===== config.mk =====
export PLATFORM = sky130hd
export DESIGN_NAME = fetch_stage_ctrl_flat
export DESIGN_NICKNAME = d
export VERILOG_FILES = /design/src/rtl/fetch_stage_ctrl_if.sv /design/src/rtl/fetch_stage_ctrl.sv /design/src/flat_wrapper.sv
export SDC_FILE = /design/constraint.sdc
export NUM_CORES = 1
export LEC_CHECK = 0
export CORE_MARGIN = 1.5
export CORE_UTILIZATION = 46
export CTS_CLUSTER_SIZE = 20
export DETAILED_ROUTE_END_ITERATION = 10
export PLACE_DENSITY = 0.85
export SLEW_MARGIN = 10
export SYNTH_ARGS = -nofsm -noshare
export SYNTH_HDL_FRONTEND = slang
export SYNTH_SLANG_ARGS = --single-unit

===== constraint.sdc =====
create_clock -name clk -period 6.59 [get_ports clk]
set_clock_uncertainty 0.2 [all_clocks]
set_input_delay 1.318 -clock clk [delete_from_list [all_inputs] [get_ports clk]]
set_output_delay 1.318 -clock clk [all_outputs]
set_load 0.01 [all_outputs]

===== src/rtl/fetch_stage_ctrl_if.sv =====
`default_nettype none
// ============================================================================
// Module  : fetch_stage_ctrl_if
// Brief   : Instruction-memory port between the fetch stage and the IMEM.
// Revision: 1.0
// ============================================================================
interface fetch_stage_ctrl_if;
    logic [31:0] imem_pc_o;
    logic        imem_enable_o;
    logic [31:0] imem_instruction_i;

    modport master (
        output imem_pc_o,
        output imem_enable_o,
        input  imem_instruction_i
    );

    modport slave (
        input  imem_pc_o,
        input  imem_enable_o,
        output imem_instruction_i
    );
endinterface
`default_nettype wire


===== src/rtl/fetch_stage_ctrl.sv =====
`default_nettype none
// ============================================================================
// Module  : fetch_stage_ctrl
// Brief   : IF control: PC, gated IMEM enable, response pairing, faults, count.
// Revision: 1.0
// ============================================================================
module fetch_stage_ctrl #(
    parameter logic [31:0] RESET_PC   = 32'h0000_0000,
    parameter int          IMEM_BYTES = 100,
    parameter int          CNT_W      = 32
) (
    input  logic                 clk,
    input  logic                 reset,
    input  logic                 stall_i,
    input  logic                 redirect_valid_i,
    input  logic [31:0]          redirect_pc_i,
    fetch_stage_ctrl_if.master   imem,
    output logic                 if_valid_o,
    output logic [31:0]          if_pc_o,
    output logic [31:0]          if_instruction_o,
    output logic                 fetch_fault_o,
    output logic [CNT_W-1:0]     fetch_count_o
);

    localparam logic [0:0]  S_RUN     = 1'b0;
    localparam logic [0:0]  S_FAULT   = 1'b1;
    localparam logic [31:0] C_LAST_PC = 32'(IMEM_BYTES - 4);

    logic [0:0]       r_state;
    logic [31:0]      r_pc;
    logic [31:0]      r_resp_pc;
    logic             r_valid;
    logic             r_fault;
    logic [CNT_W-1:0] r_count;

    logic w_run;
    logic w_in_range;
    logic w_enable;

    assign w_run      = (r_state == S_RUN);
    assign w_in_range = (r_pc <= C_LAST_PC);
    assign w_enable   = w_run & ~reset & ~stall_i & ~redirect_valid_i & w_in_range;

    always_ff @(posedge clk) begin
        if (reset) begin
            r_state   <= S_RUN;
            r_pc      <= RESET_PC;
            r_resp_pc <= 32'h0;
            r_valid   <= 1'b0;
            r_fault   <= 1'b0;
            r_count   <= '0;
        end else begin
            case (r_state)
                S_RUN: begin
                    if (redirect_valid_i) begin
                        // Redirect wins over stall; a misaligned target is fatal.
                        r_valid <= 1'b0;
                        if (redirect_pc_i[1:0] != 2'b00) begin
                            r_state <= S_FAULT;
                            r_fault <= 1'b1;
                        end else begin
                            r_pc <= redirect_pc_i;
                        end
                    end else if (stall_i) begin
                        r_valid <= r_valid;
                    end else if (!w_in_range) begin
                        r_valid <= 1'b0;
                        r_fault <= 1'b1;
                        r_state <= S_FAULT;
                    end else begin
                        r_resp_pc <= r_pc;
                        r_valid   <= 1'b1;
                        r_pc      <= r_pc + 32'd4;
                        if (r_count != {CNT_W{1'b1}}) begin
                            r_count <= r_count + 1'b1;
                        end
                    end
                end
                default: begin
                    // Only reset leaves FAULT.
                    r_valid <= 1'b0;
                    r_fault <= 1'b1;
                end
            endcase
        end
    end

    assign imem.imem_pc_o     = r_pc;
    assign imem.imem_enable_o = w_enable;
    assign if_valid_o         = r_valid;
    assign if_pc_o            = r_resp_pc;
    assign if_instruction_o   = imem.imem_instruction_i;
    assign fetch_fault_o      = r_fault;
    assign fetch_count_o      = r_count;

endmodule
`default_nettype wire


===== src/flat_wrapper.sv =====
// flat-port wrapper written by rule: the top's interface ports become plain ports
module fetch_stage_ctrl_flat 
#(
    parameter logic [31:0] RESET_PC   = 32'h0000_0000,
    parameter int          IMEM_BYTES = 100,
    parameter int          CNT_W      = 32
)
  (clk, reset, stall_i, redirect_valid_i, redirect_pc_i, if_valid_o, if_pc_o, if_instruction_o, fetch_fault_o, fetch_count_o, imem_imem_pc_o, imem_imem_enable_o, imem_imem_instruction_i);
  fetch_stage_ctrl_if imem_i ();
  input  logic clk;
  input  logic reset;
  input  logic stall_i;
  input  logic redirect_valid_i;
  input  logic [31:0] redirect_pc_i;
  output logic if_valid_o;
  output logic [31:0] if_pc_o;
  output logic [31:0] if_instruction_o;
  output logic fetch_fault_o;
  output logic [CNT_W-1:0] fetch_count_o;
  output wire logic [$bits(imem_i.imem_pc_o)-1:0] imem_imem_pc_o;
  output wire logic [$bits(imem_i.imem_enable_o)-1:0] imem_imem_enable_o;
  input wire logic [$bits(imem_i.imem_instruction_i)-1:0] imem_imem_instruction_i;
  assign imem_imem_pc_o = imem_i.imem_pc_o;
  assign imem_imem_enable_o = imem_i.imem_enable_o;
  assign imem_i.imem_instruction_i = imem_imem_instruction_i;
  fetch_stage_ctrl #(.RESET_PC(RESET_PC), .IMEM_BYTES(IMEM_BYTES), .CNT_W(CNT_W)) u_core (.clk(clk), .reset(reset), .stall_i(stall_i), .redirect_valid_i(redirect_valid_i), .redirect_pc_i(redirect_pc_i), .imem(imem_i), .if_valid_o(if_valid_o), .if_pc_o(if_pc_o), .if_instruction_o(if_instruction_o), .fetch_fault_o(fetch_fault_o), .fetch_count_o(fetch_count_o));
endmodule

==> impl_metrics.ini, run 1 <==
[outcome]
outcome = completed

[synth]
synth.ff_latch_count = 99
syn_inst = 547
syn-cell-area_um2 = 4670
synth_sequential_area_ratio_pct = 42.5
yosys.cell_types.count = 48
synth_top_area_cell = dfxtp_1
ys.warnings.count = 0
synth.avg_cell_area_um2 = 8.53
synth_edf_count = 0
postSynth.asyncResetShare_pct = 0
area_fraction_of_the_dominant_cell_type_after_synthesis_pct = 42.5
syn_nets = 618
netlist_top_cells_area = dfxtp_1 42%, buf_4 5.3%, a21oi_1 4.4%
dominantRegCellSynth = dfxtp_1

[power]
power_density_nw_per_um2 = 198
irDropWorstVdd_mv = 0.118
total_leakage_power_uw = 0.00210

[placement]
place.detailed.hpwl_mm = 9.24
dp_cells = 753
io_buffer_count = 134
place.gp.congestion = 0.876

[clock_tree]
cts-hold-fix-buffers = 0
clock_sink_count = 99
worst_skew_pair.late_latency_ps = 370
cts_max_path_buffers = 2
setup_fix_buffers_added_after_clock_tree_synthesis = 0
tritoncts.num_buffers = 9
cts_tree = done
htreeDepth = 3
clock-root-buffer = clkbuf_8
post_cts_resize_count = 0
worst_setup_hold_path_clk_slew_ps = 90

[grt]
grt.total_usage_pct = 24.5
antenna_found_initial = 0
first_global_vias = 4327
grt.overflow.total = 0
grt_pass1_wl_mm = 21.7
grt_start_max_net_pins = 93

[sta]
setup_repair_after_global_routing_missed_its_margin = no
max-slew-margin-rel_pct = 28.0
max_freq_ghz = 0.208
tightestPinTransition_ps = 1070
finalCritPeriodShare_pct = 72.9
maxSlewViolCount = 0
post-route-min-period_ps = 4800
setup_violations = 0
final_hold_viol_count = 0
setup_tns_ps = 0
timing.hold.ws_ps = 261

[critical_path]
crit_start = redirect_valid_i
cp-start-kind = primary input
crit-reg2reg-capture = u_core.imem.imem_pc_o[18]
arrival_ps = 3280
critPathCapture = imem_imem_enable_o
crit_path_end_kind = output port
r2r_setup_slack_ps = 3330
timing.critical_path.fanout_max = 40
timing.reg2reg.worst_path_depth = 8
critical_path_class = primary input to output port
timing.critical_path.required_ps = 5070
regToRegStartpoint = u_core.imem.imem_pc_o[3]

[worst_hold_path]
min-delay-path-class = flop to flop

[routing]
highest-signal-layer = met4
drtAntennaViolNets = 0
met2_length_mm = 6.52
drc_errors = 0
routed_wire_length_per_instance_um = 17.4
first_iter_violations = 416
number_of_vias_in_the_routed_layout = 4687
drt_pass_1_iters = 6
wl_mm = 13.4
detailroute.wirelength.met3_mm = 1.15
met1Wirelength_mm = 5.45
viasPerCell = 6.09

[die]
floorplan.die.height_um = 104
die_area_um2 = 10800
die_width_um = 104
placement_rows = 36
ioPinCount = 199
fp.coreArea_um2 = 9820
initial_utilization_pct = 47.5

[finish]
syn_to_final_growth_pct = 29.6
nNetsFinal = 702
final_layout_size_suffix_gt1_share_pct = 5.97
antennaDiodeCount = 0
finalNonFillerCells = 769

[run]
cap_viol_max_count = 0
==> per-layer routing <==
layer,global-route usage [%],vias to the layer above
li1,-,2185
met1,32.1,2191
met2,40.8,271
met3,4.03,40
met4,8.93,0
met5,0,-
==> layout make-up <==
type                    count  area [um^2]
multi-input cells         374         2290
fillers                   892         3770
inverters                   9         33.8
flip-flops and latches     99         1980
well taps                 133          166
clock inverters             7         92.6
clock buffers               9          124
repair buffers            138         1370
==> per-stage QoR <==
step | setup WS, ps | utilization (%) | instance area [um^2] | total power (uW)
floorplan | 2480 | - | 4670 | 737
global placement | 1860 | 59.4 | 5830 | 786
detailed placement | 1800 | 59.4 | 5830 | 790
CTS | 1790 | 61.6 | 6050 | 1210
global route | 1640 | 61.6 | 6050 | 1240
finish | 1790 | 61.6 | 6050 | 1200
==> worst max-delay path, cell delays in order <==
cell	delay (ps)
clkdlybuf4s50_1	390
buf_4	250
nor4_1	330
o211a_1	240
nand3_2	90
nor2_1	100
clkdlybuf4s50_1	550
==> cell usage in the layout (no fill, tap or decap), drive strengths merged, types with 4 or more instances in the layout <==
master | Yosys | routed
nor2 | 25 | 25
clkbuf | 28 | 9
or3 | 8 | 8
nand4 | 15 | 15
nor4 | 25 | 25
and3 | 30 | 30
or4 | 20 | 20
o31ai | 23 | 23
a211oi | 5 | 5
inv | 9 | 12
nand3 | 32 | 32
o21ai | 16 | 16
nand2 | 48 | 48
o22ai | 4 | 4
o21a | 4 | 4
a22o | 15 | 15
a21oi | 41 | 41
clkdlybuf4s50 | 0 | 133
dfxtp | 99 | 99
nor2b | 11 | 11
nor3 | 11 | 11
mux2 | 11 | 11
buf | 37 | 5
==> how the worst min path moves through the flow <==
stage,endpoint,cells after the start,from
after floorplan,u_core.if_pc_o[0],2,u_core.if_pc_o[0]
after global placement,u_core.fetch_fault_o,1,u_core.fetch_fault_o
after detailed placement,u_core.fetch_fault_o,1,u_core.fetch_fault_o
after CTS,u_core.fetch_fault_o,1,u_core.fetch_fault_o
after global routing,u_core.if_pc_o[2],2,u_core.if_pc_o[2]
final,u_core.fetch_fault_o,1,u_core.fetch_fault_o
==> cell usage after synthesis (4+ instances only) <==
| cell type | n |
|---|---|
| nor2_1 | 25 |
| clkbuf_1 | 28 |
| nand4_1 | 14 |
| a22o_1 | 15 |
| nor2b_1 | 11 |
| a211oi_1 | 5 |
| or3_1 | 8 |
| nand2_1 | 48 |
| or4_1 | 19 |
| o21a_1 | 4 |
| nor4_1 | 25 |
| inv_1 | 9 |
| nand3_1 | 32 |
| o21ai_0 | 16 |
| mux2_2 | 11 |
| a21oi_1 | 41 |
| buf_4 | 33 |
| nor3_1 | 10 |
| o31ai_1 | 23 |
| o22ai_1 | 4 |
| dfxtp_1 | 99 |
| and3_1 | 30 |
==> flip-flops by register name, summed over array words and instances (netlist names) <==
| signal | flops |
|---|---|
| u_core.r_state | 1 |
| u_core.fetch_fault_o | 1 |
| u_core.fetch_count_o | 32 |
| u_core.imem.imem_pc_o | 32 |
| u_core.if_valid_o | 1 |
| u_core.if_pc_o | 32 |
==> logic make-up after synthesis <==
logic type      share of synthesized area (%)
simple gates                             28.0
compound gates                           17.2
flops                                    42.5
buf+inv                                  8.68
mux                                      2.87
fa+ha+maj                               0.804
==> power breakdown <==
part | internal [uW] | switching, uW | total [uW] | leakage, uW
Combinational | 65.9 | 81.3 | 147 | 0.00119
Sequential | 611 | 21.7 | 633 | 0.000800
Clock | 186 | 235 | 420 | 0.000109
Total | 863 | 338 | 1200 | 0.00210
Power figures use the tool's default switching activity.
==> run 2: changes to the inputs <==
--- a/config.mk
+++ b/config.mk
@@ -6,10 +6,10 @@
 export NUM_CORES = 1
 export LEC_CHECK = 0
 export CORE_MARGIN = 1.5
-export CORE_UTILIZATION = 46
+export CORE_UTILIZATION = 39
 export CTS_CLUSTER_SIZE = 20
 export DETAILED_ROUTE_END_ITERATION = 10
-export PLACE_DENSITY = 0.85
+export PLACE_DENSITY = 0.77
 export SLEW_MARGIN = 10
 export SYNTH_ARGS = -nofsm -noshare
 export SYNTH_HDL_FRONTEND = slang
==> constraint.sdc (replaced) <==
create_clock -name clk -period 4 [get_ports clk]
set_clock_uncertainty 0.2 [all_clocks]
set_input_delay 0.8 -clock clk [delete_from_list [all_inputs] [get_ports clk]]
set_output_delay 0.8 -clock clk [all_outputs]
set_load 0.01 [all_outputs]
==> run 2 against run 1 <==
The flow now finishes with violations (DRC). Total power up 80%. Clock power is 110% higher. Utilization down 8.1 points. First-iteration DRC count grew 10%. Global-route usage fell by 3.4 points. Sequential share of layout area fell by 0.75 points. Worst hold slack is essentially flat. Flip-flop and latch count is the same. Critical path depth shrank 1. Via count fell by 1.9%. Critical endpoint unchanged.
==> impl_metrics.ini, run 2 (synthesis gave the netlist of run 1 again) <==
[worst_hold_path]
min-delay-path-class = flop to flop
hold_path_startpoint = u_core.if_pc_o[1]

[routing]
drc_errors = 12
drt_pass_1_iters = 10
detailroute.wirelength.met3_um = 938
viasPerCell = 5.86
first_iter_violations = 458
routed_wire_length_per_instance_um = 17.4
number_of_vias_in_the_routed_layout = 4599
wl_mm = 13.6
met2_length_mm = 6.52
highest-signal-layer = met4
met1Wirelength_mm = 5.98
drtAntennaViolNets = 0

[finish]
fillers = 1046
top_library_cells_by_usage_in_the_layout_fill_and_taps_aside = 133 x clkdlybuf4s50_1, 99 x dfxtp_1, 48 x nand2_1
antennaDiodeCount = 0
final_layout_size_suffix_gt1_share_pct = 6.85
mostFrequentLayoutCell = clkdlybuf4s50_1
syn_to_final_growth_pct = 32.7
final-seq-area_um2 = 1980
nNetsFinal = 708
multiInputGateArea_um2 = 2290

[die]
die_area_um2 = 12600
floorplan.die.height_um = 112
placement_rows = 39
fp.coreArea_um2 = 11600
initial_utilization_pct = 40.4
ioPinCount = 199
die_width_um = 112

[critical_path]
crit_start = redirect_valid_i
cp-start-kind = primary input
timing.critical_path.fanout_max = 3
timing.critical_path.required_ps = 3000
arrival_ps = 2570
critical_path_class = primary input to output port
crit_path_end_kind = output port
regToRegStartpoint = u_core.imem.imem_pc_o[2]

[grt]
grt_pass1_wl_mm = 21.8
first_global_vias = 4332
grt_start_max_net_pins = 58
grt.overflow.total = 0
grt.total_usage_pct = 21.2
antenna_found_initial = 0

[clock_tree]
worst_setup_hold_path_clk_slew_ps = 80
htreeDepth = 3
tritoncts.num_buffers = 9
worst_skew_pair.late_latency_ps = 350
setup_fix_buffers_added_after_clock_tree_synthesis = 0
cts_max_path_buffers = 2
cts_tree = done
clock-root-buffer = clkbuf_16
post_cts_resize_count = 0
clock_sink_count = 99
cts-hold-fix-buffers = 0

[power]
power_density_nw_per_um2 = 349
fin_total_pwr_uw = 2160
sw_share_pct = 27.7
total_leakage_power_uw = 0.00217
share_seq_of_total_power_pct = 48.2
irDropWorstVdd_mv = 0.223
power.switching_uw = 599
power.share.clock_pct = 40.5
power_frac_comb_pct = 11.4
power_report.internal_total_uw = 1560

[sta]
setup_tns_ps = 0
maxSlewViolCount = 0
finalCritPeriodShare_pct = 89.3
setup_repair_after_global_routing_missed_its_margin = no
max_freq_ghz = 0.280
setup_violations = 0
final_hold_viol_count = 0
max-slew-margin-rel_pct = 27.8
tightestPinTransition_ps = 1080
post-route-min-period_ps = 3570

[outcome]
failed_checks = DRC
outcome = finished with violations

[placement]
place.detailed.hpwl_mm = 9.58
place.gp.congestion = 0.882
io_buffer_count = 134

[run]
cap_viol_max_count = 0
-- run 2: changes by cell type in the layout (fill, tap and decap cells not counted), sizes merged --
cell	previous run	this run
buf	5	11
bufinv	1	0
inv	12	13
-- run 2: power groups by stage --
stage	sequential [uW]	clock [uW]	combinational, uW
6_report	1040	875	246
3_3_place_gp	1060	0	239
5_1_grt	1050	931	265
3_5_place_dp	1060	0	243
2_1_floorplan	1060	0	153
4_1_cts	1040	893	244
-- run 2: critical path: stages --
cell	delay (ps)
clkdlybuf4s50_1	460
nor4_1	320
o211a_1	240
nand3_2	90
nor2_1	110
clkdlybuf4s50_1	550
-- run 2: area by class of cell --
cell class	instances	share of cell area, %
clock buffer	9	3.64
clock inverter	7	1.23
inverter	9	0.545
multi-input combinational	374	36.9
sequential	99	32.0
tap	143	2.89
timing repair buffer	144	22.8
-- run 2: per-layer routing --
layer	GRT usage (%)	vias up
met5	0	-
met4	7.43	0
met3	4.16	23
met2	34.3	190
met1	28.3	2189
li1	-	2197
-- run 2: metrics by stage --
stage,instance area [um^2],std cells,setup WS (ps),hold slack [ps],utilization [%]
6_report,6190,785,430,261,53.6
5_1_grt,6190,785,303,282,53.6
4_1_cts,6190,785,433,265,53.6
3_5_place_dp,5890,769,435,251,50.9
3_3_place_gp,5890,769,482,247,50.9
2_1_floorplan,4670,547,921,281,-
-- run 2: final timing paths --
path | to | cells past startpoint | slack (ps)
setup / recovery | imem_imem_enable_o | 6 | 430
hold / removal | u_core.if_pc_o[1] | 2 | 260
setup reg to reg | u_core.imem.imem_pc_o[26] | 8 | 840
hold reg to reg | u_core.if_pc_o[1] | 2 | 260
==> patch: new RTL, settings of run 2 <==
`CNT_W` is set to 32 in 2 places; all go to 28.
--- a/src/rtl/fetch_stage_ctrl.sv
+++ b/src/rtl/fetch_stage_ctrl.sv
@@ -7,7 +7,7 @@
 module fetch_stage_ctrl #(
     parameter logic [31:0] RESET_PC   = 32'h0000_0000,
     parameter int          IMEM_BYTES = 100,
-    parameter int          CNT_W      = 32
+    parameter int          CNT_W      = 28
 ) (
     input  logic                 clk,
     input  logic                 reset,
--- a/src/flat_wrapper.sv
+++ b/src/flat_wrapper.sv
@@ -3,7 +3,7 @@
 #(
     parameter logic [31:0] RESET_PC   = 32'h0000_0000,
     parameter int          IMEM_BYTES = 100,
-    parameter int          CNT_W      = 32
+    parameter int          CNT_W      = 28
 )
   (clk, reset, stall_i, redirect_valid_i, redirect_pc_i, if_valid_o, if_pc_o, if_instruction_o, fetch_fault_o, fetch_count_o, imem_imem_pc_o, imem_imem_enable_o, imem_imem_instruction_i);
   fetch_stage_ctrl_if imem_i ();
Interface: changed (resized fetch_count_o); port bits go from 199 to 195. No check against the original RTL was run, so the function may have changed too.
==> patch against run 2 <==
Total power shrank 2.9%; sequential cell count shrank 4; area after synthesis is 4.5% lower; worst hold slack worse by 2.8 ps; setup slack worse by 240 ps; wire length shrank 4.4%; clock power about the same; cell area fell by 4.0%.
==> patch: results (changes against run 2) <==
Synthesis
  • Commonest cells post-synth: 95 x dfxtp_1, 60 x nand2_1, 44 x a21oi_1
  • Sequential area share after synthesis: 0.427 (+0.00218)
  • Synth Instances: 523 (-4.4%)
  • Synth unique cells: 51 (+6.3%)
  • Post-synthesis adder-cell area fraction: 0.00842 (+0.000381)
  • Mux cell area share after synthesis: 0.0168 (-0.0118)
  • Net Count, Synth: 594 (-3.9%)

Placed design
  • Placed instance area: 0.00563 mm² (-4.4%)
  • Quantity of I/O buffers inserted on ports: 130 (-3.0%)
  • Pre-CTS setup slack: 60.4 ps (-375 ps)
  • Routability Congestion: 0.880 (-0.19%)
  • DP HPWL: 9040 µm (-5.7%)

Setup path
  • Critical path data arrival time: 2810 ps (+240 ps)
  • Worst Path Max Fanout: 2 (-1)
  • Worst R2R End: u_core.imem.imem_pc_o[12]$_SDFFE_PP0P_
  • FF-to-FF setup slack: 880 ps (+40 ps)

Cells and area
  • Fill cells: 1013 (-3.2%)
  • NumNets Final: 683 (-3.5%)
  • Share of cells above drive strength 1: 0.0632 (-0.00533)

Power
  • Internal power: 0.00159 W (+1.8%)
  • Max VDD drop: 191 µV (-14%)
  • Power share of the clock group: 0.417 (+0.012)

STA
  • Slew HR: 0.328 (+0.0502)
  • Final hold slack: 258 ps (-2.81 ps)

Run status
  • Outcome: complete, no violations

Global route
  • Vias in the first global route: 3965 (-8.5%)
  • Largest net degree at the start of global routing: 82 (+41%)
  • GR Util All Layers: 0.209 (-0.00232)
  • Antenna violations before repair: 0 (unchanged)
  • First-pass GRT wire length: 19800 µm (-9.2%)

Drt
  • DR pass1 iterations: 5 (-5)
  • Routed via count: 4386 (-4.6%)
  • Routed Wire Length: 13100 µm (-4.4%)
  • DR iter-0 viols: 255 (-44%)

CTS
  • Worst-skew pair later-pin latency: 330 ps (-20 ps)
  • Reg clk slew, reported paths: 60 ps (-20 ps)

Min path
  • Hold Path End: u_core.if_pc_o[5]$_SDFFE_PP0P_
  • Worst hold path startpoint: u_core.if_pc_o[5]$_SDFFE_PP0P_
[patch: final cells by class]
cell class | count | area, µm² | share of cell area
multi-input combinational | 356 | 2140 | 0.360
sequential | 95 | 1900 | 0.320
timing repair buffer | 142 | 1390 | 0.233
clock buffer | 12 | 256 | 0.0432
tap | 140 | 175 | 0.0295
clock inverter | 4 | 53.8 | 0.00905
inverter | 8 | 30.0 | 0.00505
[patch: routing by layer]
metal | vias to the layer above | GRT usage | wire length (µm)
met4 | 0 | 0.0779 | 227
met2 | 186 | 0.321 | 6090
met1 | 2086 | 0.290 | 5810
met3 | 22 | 0.0415 | 924
li1 | 2092 | - | -
met5 | - | 0 | 0
[patch: critical path, cell delays in order]
cell and delay, ps:
clkdlybuf4s50_1 420, nor4_1 190, nand4_1 200, or4_4 540, nor2_1 110, clkdlybuf4s50_1 540
[patch: how the worst max path moves through the flow]
stage	to	slack [ps]
after floorplan	imem_imem_enable_o	630
after global placement	imem_imem_enable_o	70
after CTS	imem_imem_enable_o	40
after detailed placement	imem_imem_enable_o	60
after global routing	imem_imem_enable_o	120
final	imem_imem_enable_o	190
[patch: repair_timing]
| item | 4_1_cts | 5_1_grt |
|---|---|---|
| endpoints found under the setup margin | 0 | 1 |
| gates resized for setup | 0 | 1 |
| setup buffers | 0 | 0 |
[patch: power groups by stage]
stage	Sequential, W	Clock, W	Combinational (W)
global route	0.00100	0.000936	0.000244
finish	0.000997	0.000876	0.000226
CTS	0.000996	0.000896	0.000224
floorplan	0.00102	0	0.000136
global placement	0.00102	0	0.000216
detailed placement	0.00102	0	0.000223
[patch: cells by family (layout without fill, tap and decap cells)]
group | after synthesis | count (layout)
buffers and inverters | 72 | 166
adders and majority gates | 3 | 3
DFF | 95 | 95
and+or+nand+nor | 222 | 222
AOI/OAI and AO/OA | 124 | 124
muxes | 7 | 7
